### config.mk
export PLATFORM = sky130hd
export DESIGN_NAME = counter_year_bcd
export DESIGN_NICKNAME = d
export VERILOG_FILES = /design/src/rtl/counter_year_bcd_pkg.sv /design/src/rtl/counter_year_bcd_digit.sv /design/src/rtl/counter_year_bcd_led7.sv /design/src/rtl/counter_year_bcd.sv
export SDC_FILE = /design/constraint.sdc
export NUM_CORES = 1
export LEC_CHECK = 0
export BUFFER_PORTS_ARGS = -buffer_cell sky130_fd_sc_hd__buf_2
export CORE_MARGIN = 8
export CORE_UTILIZATION = 55
export DETAILED_ROUTE_END_ITERATION = 10
export HOLD_SLACK_MARGIN = 0.03
export PLACE_DENSITY = 0.87
export SYNTH_ARGS = -nofsm -noshare
export SYNTH_HDL_FRONTEND = slang
export SYNTH_HIERARCHICAL = 1
export SYNTH_SLANG_ARGS = --single-unit
### constraint.sdc
create_clock -name clk -period 4.2 [get_ports clk]
set_input_delay 0.42 -clock clk [delete_from_list [all_inputs] [get_ports clk]]
set_output_delay 0.42 -clock clk [all_outputs]
set_load 0.02 [all_outputs]
### src/rtl/counter_year_bcd_pkg.sv
// Shared constants for the BCD year counter.
//   BCD_MAX   : largest legal BCD digit value
//   DIGIT_W   : width of one BCD digit
//   SEG_W     : width of one 7-segment code
//   SEG_TABLE : 7-segment codes, active-low, bit order {g,f,e,d,c,b,a}
//   mod4_zero : (2*hi + lo) mod 4 == 0, the BCD form of "two-digit value divisible by 4"
package counter_year_bcd_pkg;

    localparam int unsigned DIGIT_W = 4;
    localparam int unsigned SEG_W   = 7;
    localparam logic [DIGIT_W-1:0] BCD_MAX = 4'd9;

    // Codes 10..15 never occur on a legal digit; they blank the display.
    localparam logic [SEG_W-1:0] SEG_TABLE [0:15] = '{
        7'h40, 7'h79, 7'h24, 7'h30, 7'h19,
        7'h12, 7'h02, 7'h78, 7'h00, 7'h10,
        7'h7F, 7'h7F, 7'h7F, 7'h7F, 7'h7F, 7'h7F
    };

    // 10*hi + lo is congruent to 2*hi + lo modulo 4, so a 5-bit add suffices.
    function automatic logic mod4_zero(input logic [DIGIT_W-1:0] hi,
                                       input logic [DIGIT_W-1:0] lo);
        logic [DIGIT_W:0] sum;
        sum = {hi, 1'b0} + {1'b0, lo};
        return (sum[1:0] == 2'b00);
    endfunction

endpackage

### src/rtl/counter_year_bcd_digit.sv
// counter_bcd_digit: one up/down BCD digit of a cascaded counter.
//   clk, reset_n : clock and synchronous active-low reset
//   en           : step this cycle (carry/borrow from the lower digit)
//   dir          : 1 = up, 0 = down
//   load         : take load_val this cycle (overrides en)
//   load_val     : value to load, already clamped to 0..9
//   q            : registered digit
//   q_next       : value q takes at the next edge (ignoring reset)
//   co           : carry (up, q=9) or borrow (down, q=0) into the next digit
module counter_bcd_digit
    import counter_year_bcd_pkg::*;
(
    input  logic               clk,
    input  logic               reset_n,
    input  logic               en,
    input  logic               dir,
    input  logic               load,
    input  logic [DIGIT_W-1:0] load_val,
    output logic [DIGIT_W-1:0] q,
    output logic [DIGIT_W-1:0] q_next,
    output logic               co
);

    logic terminal;

    always_comb begin
        terminal = dir ? (q == BCD_MAX) : (q == '0);
        co       = en & ~load & terminal;
        if (load) begin
            q_next = load_val;
        end else if (en) begin
            if (dir) begin
                q_next = terminal ? '0 : q + 4'd1;
            end else begin
                q_next = terminal ? BCD_MAX : q - 4'd1;
            end
        end else begin
            q_next = q;
        end
    end

    always_ff @(posedge clk) begin
        if (!reset_n) begin
            q <= '0;
        end else begin
            q <= q_next;
        end
    end

endmodule

### src/rtl/counter_year_bcd_led7.sv
// Led7thanh: 7-segment decoder for one BCD digit (active-low segments).
//   bcd : input digit, 0..9
//   seg : segment code {g,f,e,d,c,b,a}
module Led7thanh
    import counter_year_bcd_pkg::*;
(
    input  logic [DIGIT_W-1:0] bcd,
    output logic [SEG_W-1:0]   seg
);

    always_comb begin
        seg = SEG_TABLE[bcd];
    end

endmodule

### src/rtl/counter_year_bcd.sv
// counter_year_bcd: BCD year counter with leap-year flag and 7-segment outputs.
//   clk, reset_n : clock and synchronous active-low reset
//   cy1          : count enable (carry from the month stage)
//   dir          : 1 = up, 0 = down
//   load         : load load_bcd this cycle (digits > 9 clamped to 9)
//   load_bcd     : packed BCD load value, units in [3:0]
//   bcd_out      : packed BCD count, units in [3:0]
//   seg_out      : 7-segment codes, units in [6:0]
//   leap_year    : BASE_YEAR + count is a Gregorian leap year (registered)
//   wrap         : one-cycle pulse after the count wraps 999..->0 or 0->999..
//   load_err     : one-cycle pulse after a load that needed clamping
module counter_year_bcd
    import counter_year_bcd_pkg::*;
#(
    parameter int unsigned DIGITS    = 3,
    parameter int unsigned BASE_YEAR = 2000
) (
    input  logic                    clk,
    input  logic                    reset_n,
    input  logic                    cy1,
    input  logic                    dir,
    input  logic                    load,
    input  logic [4*DIGITS-1:0]     load_bcd,
    output logic [4*DIGITS-1:0]     bcd_out,
    output logic [7*DIGITS-1:0]     seg_out,
    output logic                    leap_year,
    output logic                    wrap,
    output logic                    load_err
);

    if (DIGITS < 2 || DIGITS > 4 || (BASE_YEAR % 400) != 0) begin : g_bad_param
        $error("counter_year_bcd: DIGITS must be 2..4 and BASE_YEAR a multiple of 400");
    end

    logic [DIGITS-1:0]  en;
    logic [DIGITS-1:0]  co;
    logic [DIGITS-1:0]  over;
    logic [DIGIT_W-1:0] clamp [DIGITS];
    logic [DIGIT_W-1:0] q     [DIGITS];
    logic [DIGIT_W-1:0] nxt   [DIGITS];
    logic [DIGIT_W-1:0] hund;
    logic [DIGIT_W-1:0] thou;
    logic               leap_next;

    always_comb begin
        for (int unsigned i = 0; i < DIGITS; i++) begin
            over[i]  = load_bcd[4*i +: 4] > BCD_MAX;
            clamp[i] = over[i] ? BCD_MAX : load_bcd[4*i +: 4];
        end
    end

    // Ripple enable: a digit steps only when every lower digit carries/borrows.
    assign en[0] = cy1 & ~load;

    for (genvar i = 0; i < DIGITS; i++) begin : g_digit
        if (i > 0) begin : g_chain
            assign en[i] = co[i-1];
        end

        counter_bcd_digit u_digit (
            .clk      (clk),
            .reset_n  (reset_n),
            .en       (en[i]),
            .dir      (dir),
            .load     (load),
            .load_val (clamp[i]),
            .q        (q[i]),
            .q_next   (nxt[i]),
            .co       (co[i])
        );

        Led7thanh u_seg (
            .bcd (q[i]),
            .seg (seg_out[7*i +: 7])
        );

        assign bcd_out[4*i +: 4] = q[i];
    end

    if (DIGITS >= 3) begin : g_hund
        assign hund = nxt[2];
    end else begin : g_no_hund
        assign hund = '0;
    end

    if (DIGITS >= 4) begin : g_thou
        assign thou = nxt[3];
    end else begin : g_no_thou
        assign thou = '0;
    end

    // Leap flag is computed from the next-state digits so it lands on the
    // same edge as the count it describes.
    always_comb begin
        leap_next = mod4_zero(nxt[1], nxt[0]) &
                    ((nxt[0] != '0) | (nxt[1] != '0) | mod4_zero(thou, hund));
    end

    always_ff @(posedge clk) begin
        if (!reset_n) begin
            leap_year <= 1'b1;
            wrap      <= 1'b0;
            load_err  <= 1'b0;
        end else begin
            leap_year <= leap_next;
            wrap      <= co[DIGITS-1];
            load_err  <= load & (|over);
        end
    end

endmodule

==> impl_results.md <==
* Sw Ratio at 42.5%
* Lkg Pwr at 1.09 nW
* Vias in the first global route at 2,044
* Setup TNS at 0 ps
* Core area at 3720 um^2
* Residual DRC at 0
* GR Overflow Total at 0
* Fin crit share at 81.0%
* Tot GR Track Use at 16.6%
* Routed Antenna Nets at 0
* Largest vdd supply drop at 0.0951 mV
* Initial antenna violation count at 0
* Combinational fraction of design power at 45.1%
* TritonCTS clock tree: done
* Starting DRT DRC Count at 121
* P_sw at 0.235 mW
* Min Tclk post-route at 3400 ps
* Cell repeated most along the worst path: inv_1
* Clock Root Buffer: clkbuf_8
* Syn_nets at 343
* Req. time, crit path at 4340 ps
* Synthesis Warnings at 6
* Share of cells above drive strength 1 at 21.4%
* CP startpoint kind: flip-flop
* Largest net degree at the start of global routing at 34
* Area grow syn2layout at 11.9%
* Die area at 6190 um^2
* FMAX at 294 MHz
* Post_cts resized at 0
* Worst-path cell chain: inv_1 > ha_1 > nor3b_2 > a31oi_1 > nor4_1 > inv_1 > a21o_1 > a211oi_1 > a21oi_1 > nor4b_1 > o21ai_0 > o21a_1
* Clock skew at 5.03 ps
* First-pass GRT wire length at 8840 um
* Tightest Hold Check Type: input pin to flip-flop
* Critical path buffer and inverter count at 2
* Commonest cells after routing, fill and taps aside: 52 x buf_2, 28 x nor2_1, 27 x inv_1, 24 x o21ai_0, 24 x ha_1
* Clock Latency Late Sink at 250 ps
* Power density over the cells at 229 nW/um^2
* Post-cts hold buffer count at 0
* Cell area after synthesis at 2160 um^2
* ANT cells at 0
* Nets at 383
* CTS buffer count at 3
* IO buf count at 52
* CP Class: flip-flop to flip-flop
* Critical path's slowest cell: nor4_1
* Rows at 22
* Clock network fraction of design power at 21.2%
* Via/cell ratio at 5.58
* Filler cells at 357
* Post-Route WL at 5320 um
* Placed cell areas at 2370 um^2
* CTS sink cnt at 15
* Unrepaired setup endpoints after global routing: false
* Status: finished, final reports clean
* DR vias at 2,170
* Final Hold Fails at 0
* Die H at 78.6 um
* Slew @ Worst Pin at 775 ps
* Clock transition at the registers of the reported paths at 60 ps
* Cell family with most CP delay: simple AND/OR/NAND/NOR gates
* Pre-Repair DR Iteration Count at 4
* RePlAce Congestion at 0.969
* Crit. End Element: flip-flop
* Die Width at 78.6 um
* Clock buffer depth at 2
* IO Pins at 53
* Post-CTS setup buffers at 0
* Critical path peak fanout at 12
* Post-DR wirelength/cell at 13.7 um
* Cells after synthesis at 302
* Max Cap Viol at 0
* Worst path arrival time at 3550 ps
* Slew Limit Fails at 0
* Commonest non-fill, non-tap cell in the layout: buf_2
* Hpwl dp at 4020 um
* Max H-tree Level at 1
* P_int at 0.318 mW
* Mean Syn Cell Area at 7.15 um^2
* Slew Limit Headroom at 47.8%
* Post-route cell area at 2410 um^2
* Critical path's largest stage delay at 620 ps
* Sequential power share at 33.8%
* Effective utilization at floorplan at 58.1%
* Final setup violation count at 0
-- state kept, by name, indices dropped and copies added, names as in the netlist --
register / count
g_digit.u_digit/q: 12
leap_year: 1
load_err: 1
wrap: 1
-- worst min-delay path, stage by stage --
cell and delay (ps):
buf_2 120, nor2b_1 50, inv_1 50, a211oi_1 50
-- final cells by class --
| class | count | area (um^2) | share of cell area (%) |
|---|---|---|---|
| inverters | 30 | 113 | 4.66 |
| well taps | 48 | 60.1 | 2.49 |
| multi-input cells | 239 | 1630 | 67.4 |
| repair buffers | 53 | 268 | 11.1 |
| clock inverters | 1 | 5.00 | 0.207 |
| clock buffers | 3 | 41.3 | 1.71 |
| flip-flops and latches | 15 | 300 | 12.4 |
-- stage by stage --
step           std cells  utilization [%]  power, mW  worst slack [ps]  hold slack [ps]
6_report             389             65.0      0.552               797              499
5_1_grt              389             65.0      0.592               384              530
4_1_cts              389             65.0      0.555               838              487
3_5_place_dp         385             63.7      0.438               661              750
3_3_place_gp         385             63.7      0.432               812              750
2_1_floorplan        302                -      0.369              1060              536
-- metal layers --
layer	wire [um]	vias to the layer above	track usage, %	share of wire [%]
li1	-	1128	-	-
met1	2400	981	20.3	45
met2	2550	56	29.5	48
met3	315	5	1.82	5.9
met4	49	0	4.81	0.92
met5	0	-	0	0
-- power by group through the flow --
stage                     registers (mW)  clock network (mW)  logic (mW)
after floorplan                    0.181                   0       0.188
after global placement             0.189                   0       0.243
after detailed placement           0.189                   0       0.249
after CTS                          0.186               0.119       0.250
after global routing               0.191               0.127       0.275
final                              0.187               0.117       0.249
-- final timing paths --
| kind | slack [ps] | cells past startpoint | start | endpoint |
|---|---|---|---|---|
| setup reg to reg | 800 | 12 | g_digit[0].u_digit/q[1]$_SDFF_PN0_ | leap_year$_SDFF_PN1_ |
| hold / removal | 500 | 4 | load_bcd[11] | g_digit[2].u_digit/q[2]$_SDFF_PN0_ |
| hold reg to reg | 900 | 3 | g_digit[1].u_digit/q[1]$_SDFF_PN0_ | g_digit[1].u_digit/q[1]$_SDFF_PN0_ |
| setup / recovery | 800 | 12 | g_digit[0].u_digit/q[1]$_SDFF_PN0_ | leap_year$_SDFF_PN1_ |
No activity file was read; power rests on OpenSTA's default activity.
